===== src/rtl/lsl_shift_sequencer.sv =====
// ============================================================================
// Module   : lsl_shift_sequencer
// Brief    : Stage-serial logical-shift-left controller with valid/ready I/O.
//            Optional macro LSL_SEQ_SKIP_EN enables early termination.
// Revision : 1.0 - initial release
// ============================================================================
`timescale 1ns/1ps
`default_nettype none

module lsl_shift_sequencer #(
  parameter int WIDTH  = 4,
  parameter int SWIDTH = 2
) (
  input  logic              CLK,
  input  logic              RESET,
  input  logic              I_VALID,
  output logic              I_READY,
  input  logic [WIDTH-1:0]  I,
  input  logic [SWIDTH-1:0] S,
  output logic              O_VALID,
  input  logic              O_READY,
  output logic [WIDTH-1:0]  O,
  output logic              BUSY
);

  localparam int              KW     = (SWIDTH > 1) ? $clog2(SWIDTH) : 1;
  localparam logic [KW-1:0]   C_LAST = KW'(SWIDTH - 1);

  typedef enum logic [1:0] {
    ST_IDLE  = 2'd0,
    ST_SHIFT = 2'd1,
    ST_HOLD  = 2'd2
  } state_t;

  state_t            r_state;
  logic [WIDTH-1:0]  r_acc;
  logic [SWIDTH-1:0] r_amt;
  logic [KW-1:0]     r_k;

  logic [WIDTH-1:0]  w_stage_out;
  logic              w_done;

  always_comb begin
    w_stage_out = r_amt[r_k] ? (r_acc << (1 << r_k)) : r_acc;
`ifdef LSL_SEQ_SKIP_EN
    // Finish as soon as no higher shift-amount bit remains to be applied.
    w_done = 1'b1;
    for (int b = 0; b < SWIDTH; b++) begin
      if ((b > int'(r_k)) && r_amt[b]) begin
        w_done = 1'b0;
      end
    end
`else
    w_done = (r_k == C_LAST);
`endif
  end

  always_ff @(posedge CLK) begin
    if (RESET) begin
      r_state <= ST_IDLE;
      r_acc   <= '0;
      r_amt   <= '0;
      r_k     <= '0;
    end else begin
      case (r_state)
        ST_IDLE: begin
          if (I_VALID) begin
            r_acc <= I;
            r_amt <= S;
            r_k   <= '0;
`ifdef LSL_SEQ_SKIP_EN
            r_state <= (S == '0) ? ST_HOLD : ST_SHIFT;
`else
            r_state <= ST_SHIFT;
`endif
          end
        end
        ST_SHIFT: begin
          r_acc <= w_stage_out;
          r_k   <= r_k + KW'(1);
          if (w_done) begin
            r_state <= ST_HOLD;
          end
        end
        ST_HOLD: begin
          if (O_READY) begin
            r_state <= ST_IDLE;
          end
        end
        default: r_state <= ST_IDLE;
      endcase
    end
  end

  // Ready is masked by reset so that it reads low throughout reset.
  assign I_READY = (r_state == ST_IDLE) && !RESET;
  assign O_VALID = (r_state == ST_HOLD);
  assign BUSY    = (r_state != ST_IDLE);
  assign O       = r_acc;

endmodule

`default_nettype wire


===== config.mk =====
export PLATFORM = sky130hd
export DESIGN_NAME = lsl_shift_sequencer
export DESIGN_NICKNAME = d
export VERILOG_FILES = /design/src/rtl/lsl_shift_sequencer.sv
export SDC_FILE = /design/constraint.sdc
export NUM_CORES = 1
export LEC_CHECK = 0
export BUFFER_PORTS_ARGS = -buffer_cell sky130_fd_sc_hd__buf_2
export CAP_MARGIN = 0
export CORE_AREA = 2 2 39 41
export DETAILED_ROUTE_END_ITERATION = 8
export DIE_AREA = 0 0 41 43
export MAX_ROUTING_LAYER = met4
export PLACE_DENSITY = 0.59
export SLEW_MARGIN = 20
export SYNTH_ARGS = -nofsm -noshare
export SYNTH_HDL_FRONTEND = slang
export SYNTH_SLANG_ARGS = --single-unit

===== constraint.sdc =====
create_clock -name CLK -period 1.45 [get_ports CLK]
set_input_delay 0.145 -clock CLK [delete_from_list [all_inputs] [get_ports CLK]]
set_output_delay 0.145 -clock CLK [all_outputs]
set_load 0.03 [all_outputs]

# Word-level counts from Yosys, hierarchy flattened
# Cells that the tools add are included.
[word_totals]
ff_bits = 9
[op_classes]
addsub = 1
n_lt_le_gt_ge = 1
eq_ne = 6
shifts = 2
mux = 11
n_reduce_logical = 9
[ops]
columns = ["cell", "count"]
rows = [
  ["$shl A1 B1 Y32 const A", 1],
  ["$shl A4 B32 Y4", 1],
  ["$mux W4", 2],
  ["$pmux W4 S2", 1],
  ["$mux W2", 3],
  ["$ne A2 B2 Y1 const B", 3],
  ["$pmux W2 S3", 1],
  ["$reduce_and A3 Y1", 2],
  ["$reduce_and A2 Y1", 2],
  ["$reduce_bool A2 Y1", 2],
  ["$mux W1", 3],
  ["$eq A2 B1 Y1 const B", 1],
  ["$eq A2 B2 Y1 const B", 1],
  ["$logic_not A2 Y1", 1],
  ["$lt A1 B2 Y1 const B", 1],
  ["$ne A2 B1 Y1 const B", 1],
  ["$pmux W1 S2", 1],
  ["$add A1 B1 Y1 const B", 1],
  ["$logic_and A1 B1 Y1", 1],
  ["$logic_not A1 Y1", 1],
]

# Longest topological paths before layout
[depth]
ltp_word = 4
ltp_mapped = 5
depth_no_buf = 4

# Worst setup path after synthesis
# OpenSTA, ideal clock, no wires.
[synth_path]
path_kind = "register -> output"
startpoint = "reg r_state[0]"
endpoint = "out I_READY"
arrival_time_ns = 1.252
required_ns = 1.305
setup_slack_ns = 0.053
stages_incl_launch_ff = 5
path_buffers = 1
cell_sequence = "dfxtp_1 > buf_4 > nor2_1 > inv_1 > nor2_1"
[synth_via]
elab_chain_cells = 2
[synth_rtl]
columns = ["item", "line_no", "rtl"]
rows = [
  ["start, declared", "35", "state_t r_state;"],
  ["start signal, assigned", "60", "r_state <= ST_IDLE;"],
  ["start signal, assigned", "74", "r_state <= ST_SHIFT;"],
  ["start signal, assigned", "82", "r_state <= ST_HOLD;"],
  ["$logic_not A2 Y1", "96", "assign I_READY = (r_state == ST_IDLE) && !RESET;"],
  ["$logic_and A1 B1 Y1", "96", ""],
  ["end, declared", "17", "output logic I_READY,"],
]
# No other way between the ends.

# Final worst setup path
[layout_path]
startpoint = "reg r_state[1]"
endpoint = "out O_VALID"
[layout_via]
elab_chain_cells = 1
[layout_rtl]
columns = ["item", "line_no", "rtl"]
rows = [
  ["$eq A2 B2 Y1", "97", "assign O_VALID = (r_state == ST_HOLD);"],
  ["end, declared", "20", "output logic O_VALID,"],
]
# No other way between the ends.

==> out/results.txt <==
CTS clk-pin slew, worst paths = 0.06 ns
First-pass GRT wire length = 1640 um
Vias in the first global route = 405
Initial core utilization = 0.331
Max FO, Critical Path = 6
Die W = 41 um
Area contributors post-synth = dfxtp_1, nand2_1, a21oi_1, mux2i_1, nand3_1
Core area = 0.00138 sq mm
RSZ-0062 raised after global routing = no
Total track usage = 0.143
Die ar. = 0.00176 sq mm
Critical Path Source Type = flip-flop
Setup CP Type = reg2out
Synth Instances = 55
Dpl cells = 84
Fin crit period = 1.32 ns
Clk Latency, worst-skew pair = 0.26 ns
Pwr/cell area = 1120 mW/mm^2
CTS Sinks = 9
Final setup violation count = 0
Register-to-Register Setup Slack = 0.19 ns
Num CTS Buffers = 3
F_max = 755 MHz
Row Count = 14
Dpl hpwl = 712 um
Total grt overflow = 0
Buffers on Ports = 16
Hold depth = 3
Critical Path Source = r_state[1]
Post-synth top cells = nand2_1, dfxtp_1, a21oi_1, nor2_1
Post-route DRC = 0
Average size of a mapped cell = 8.33 sq um
Yosys warning count = 0
Worst relative slew slack = 0.776
Post-synth EDFFs = 0
Crit path DAT = 1.18 ns
Final period util = 0.913
Min Hold Slack = 0.131 ns
Iteration-0 DRC Markers = 4
Netlist cell types = 22
Area leader, netlist = dfxtp_1
Max_cap viols = 0
Cts hold-fix bufs = 0
Status = finished clean
Least-Margin Pin Slew = 0.336 ns
Post-synth ARST share = 0
Worst vdd ir = 644 uV
CTS Root Cell = clkbuf_4
Antenna Cells = 0
Fin nets = 83
Pins Over Slew Limit = 0
Largest net degree at the start of global routing = 11
HP Start = S[1]
Via/cell ratio = 4.94
Top_reg_cell synth = dfxtp_1
First-pass DRT Iterations = 3
Share of cells above drive strength 1 = 0.347
CTS tree = done
Setup_tns = 0 ns
Post-synthesis sequential area ratio = 0.393
Pwr Total = 0.640 mW
Post-route ant nets = 0
Final cell count without fillers = 88
Vias = 435
Hold WC Path Type = in2reg
GPL Wtd Cong = 0.695
Hold Fails Final Rpt = 0
Io pins = 17
Reg2Reg Depth = 4
Mapped Area = 458 sq um
Fillers = 148
Leakage power = 0.256 nW
Share of the synthesized area in the top cell type = 0.393
Worst clock skew = 0.00346 ns
Clock tree buffer depth = 2
CTS H-tree depth = 1
Final WL = 919 um
Post-CTS repair timing setup buffer count = 0
Reg-to-reg critical path endpoint = O[3]
Number of synthesized register bits = 9
Synth Net Count = 65
WP data required = 1.31 ns
Crit Reg-Reg Startpoint = r_state[0]
Initial antenna violation count = 0
Cts repair resizes = 0
WHS Endpoint = r_amt[1]
Drt wl/cell = 10.4 um
Crit end category = primary output
Layout area overhead = 24.3%
Die height = 43 um
Most common cell in the netlist = nand2_1
==> through the flow <==
stage	cell area, sq um	setup slack, ns	utilization
after floorplan	458	0.0528	-
after global placement	536	0.216	0.387
after detailed placement	536	0.219	0.387
after CTS	562	0.0375	0.406
after global routing	569	0.0318	0.411
final	569	0.126	0.411
==> worst max-delay path: stages (launching register included) <==
cell and delay (ns):
dfxtp_1 0.49, nor2b_1 0.21, buf_2 0.22
==> how the worst max path moves through the flow <==
stage | endpoint | slack, ns | cells past startpoint
after floorplan | I_READY | 0.05 | 4
after global placement | O[3] | 0.22 | 4
after detailed placement | O[3] | 0.22 | 4
after CTS | I_READY | 0.04 | 4
after global routing | I_READY | 0.03 | 4
final | O_VALID | 0.13 | 2
==> power breakdown <==
group,leakage (nW),switching (mW),internal [mW],total (mW)
registers,0.0741,0.0243,0.268,0.292
logic,0.167,0.0932,0.0618,0.155
clock network,0.0150,0.0864,0.106,0.192
total,0.256,0.204,0.436,0.640
==> cell usage in the layout, fill, tap and decap left out <==
master    Yosys  routed
a21oi_1       6       6
inv_1         3       3
nor2b_4       1       1
nand2b_1      1       1
o211ai_1      2       2
a21oi_2       1       1
nand3_1       3       3
nor3_1        2       2
a22oi_1       1       1
and3_1        1       1
nand2_1      10      10
a211oi_2      1       1
buf_2         0      16
nor2_4        0       1
o21bai_1      1       1
clkbuf_1      0       1
mux2i_1       3       3
mux2i_2       1       1
nor2b_1       1       1
dfxtp_1       9       9
clkbuf_4      0       3
nor2_1        4       3
a21o_2        1       1
==> cells by family (layout without fill, tap and decap cells) <==
kind of cell    Yosys count  count (layout)  share of synthesized area
simple gates             23              23                      0.240
flops                     9               9                      0.393
compound gates           13              13                      0.197
mux                       4               4                     0.0956
buf+inv                   6              23                     0.0738
==> registers in the layout, summed over array words and instances (netlist names) <==
| name | count |
|---|---|
| r_k | 1 |
| r_state | 2 |
| r_amt | 2 |
| O | 4 |
==> final cells by class <==
cell class              count  area (sq um)  share of cell area
clock buffers               4          26.3              0.0462
inverters                   3          11.3              0.0198
multi-input cells          40           251               0.442
flip-flops and latches      9           180               0.316
well taps                  16          20.0              0.0352
repair buffers             16          80.1               0.141
==> routing by layer <==
metal / vias up / GRT usage / part of all wire
li1: 224 / - / -
met1: 196 / 0.179 / 0.49
met2: 13 / 0.188 / 0.43
met3: 2 / 0.0471 / 0.061
met4: 0 / 0.100 / 0.018
met5: - / - / 0
No activity file was read; power rests on OpenSTA's default activity.
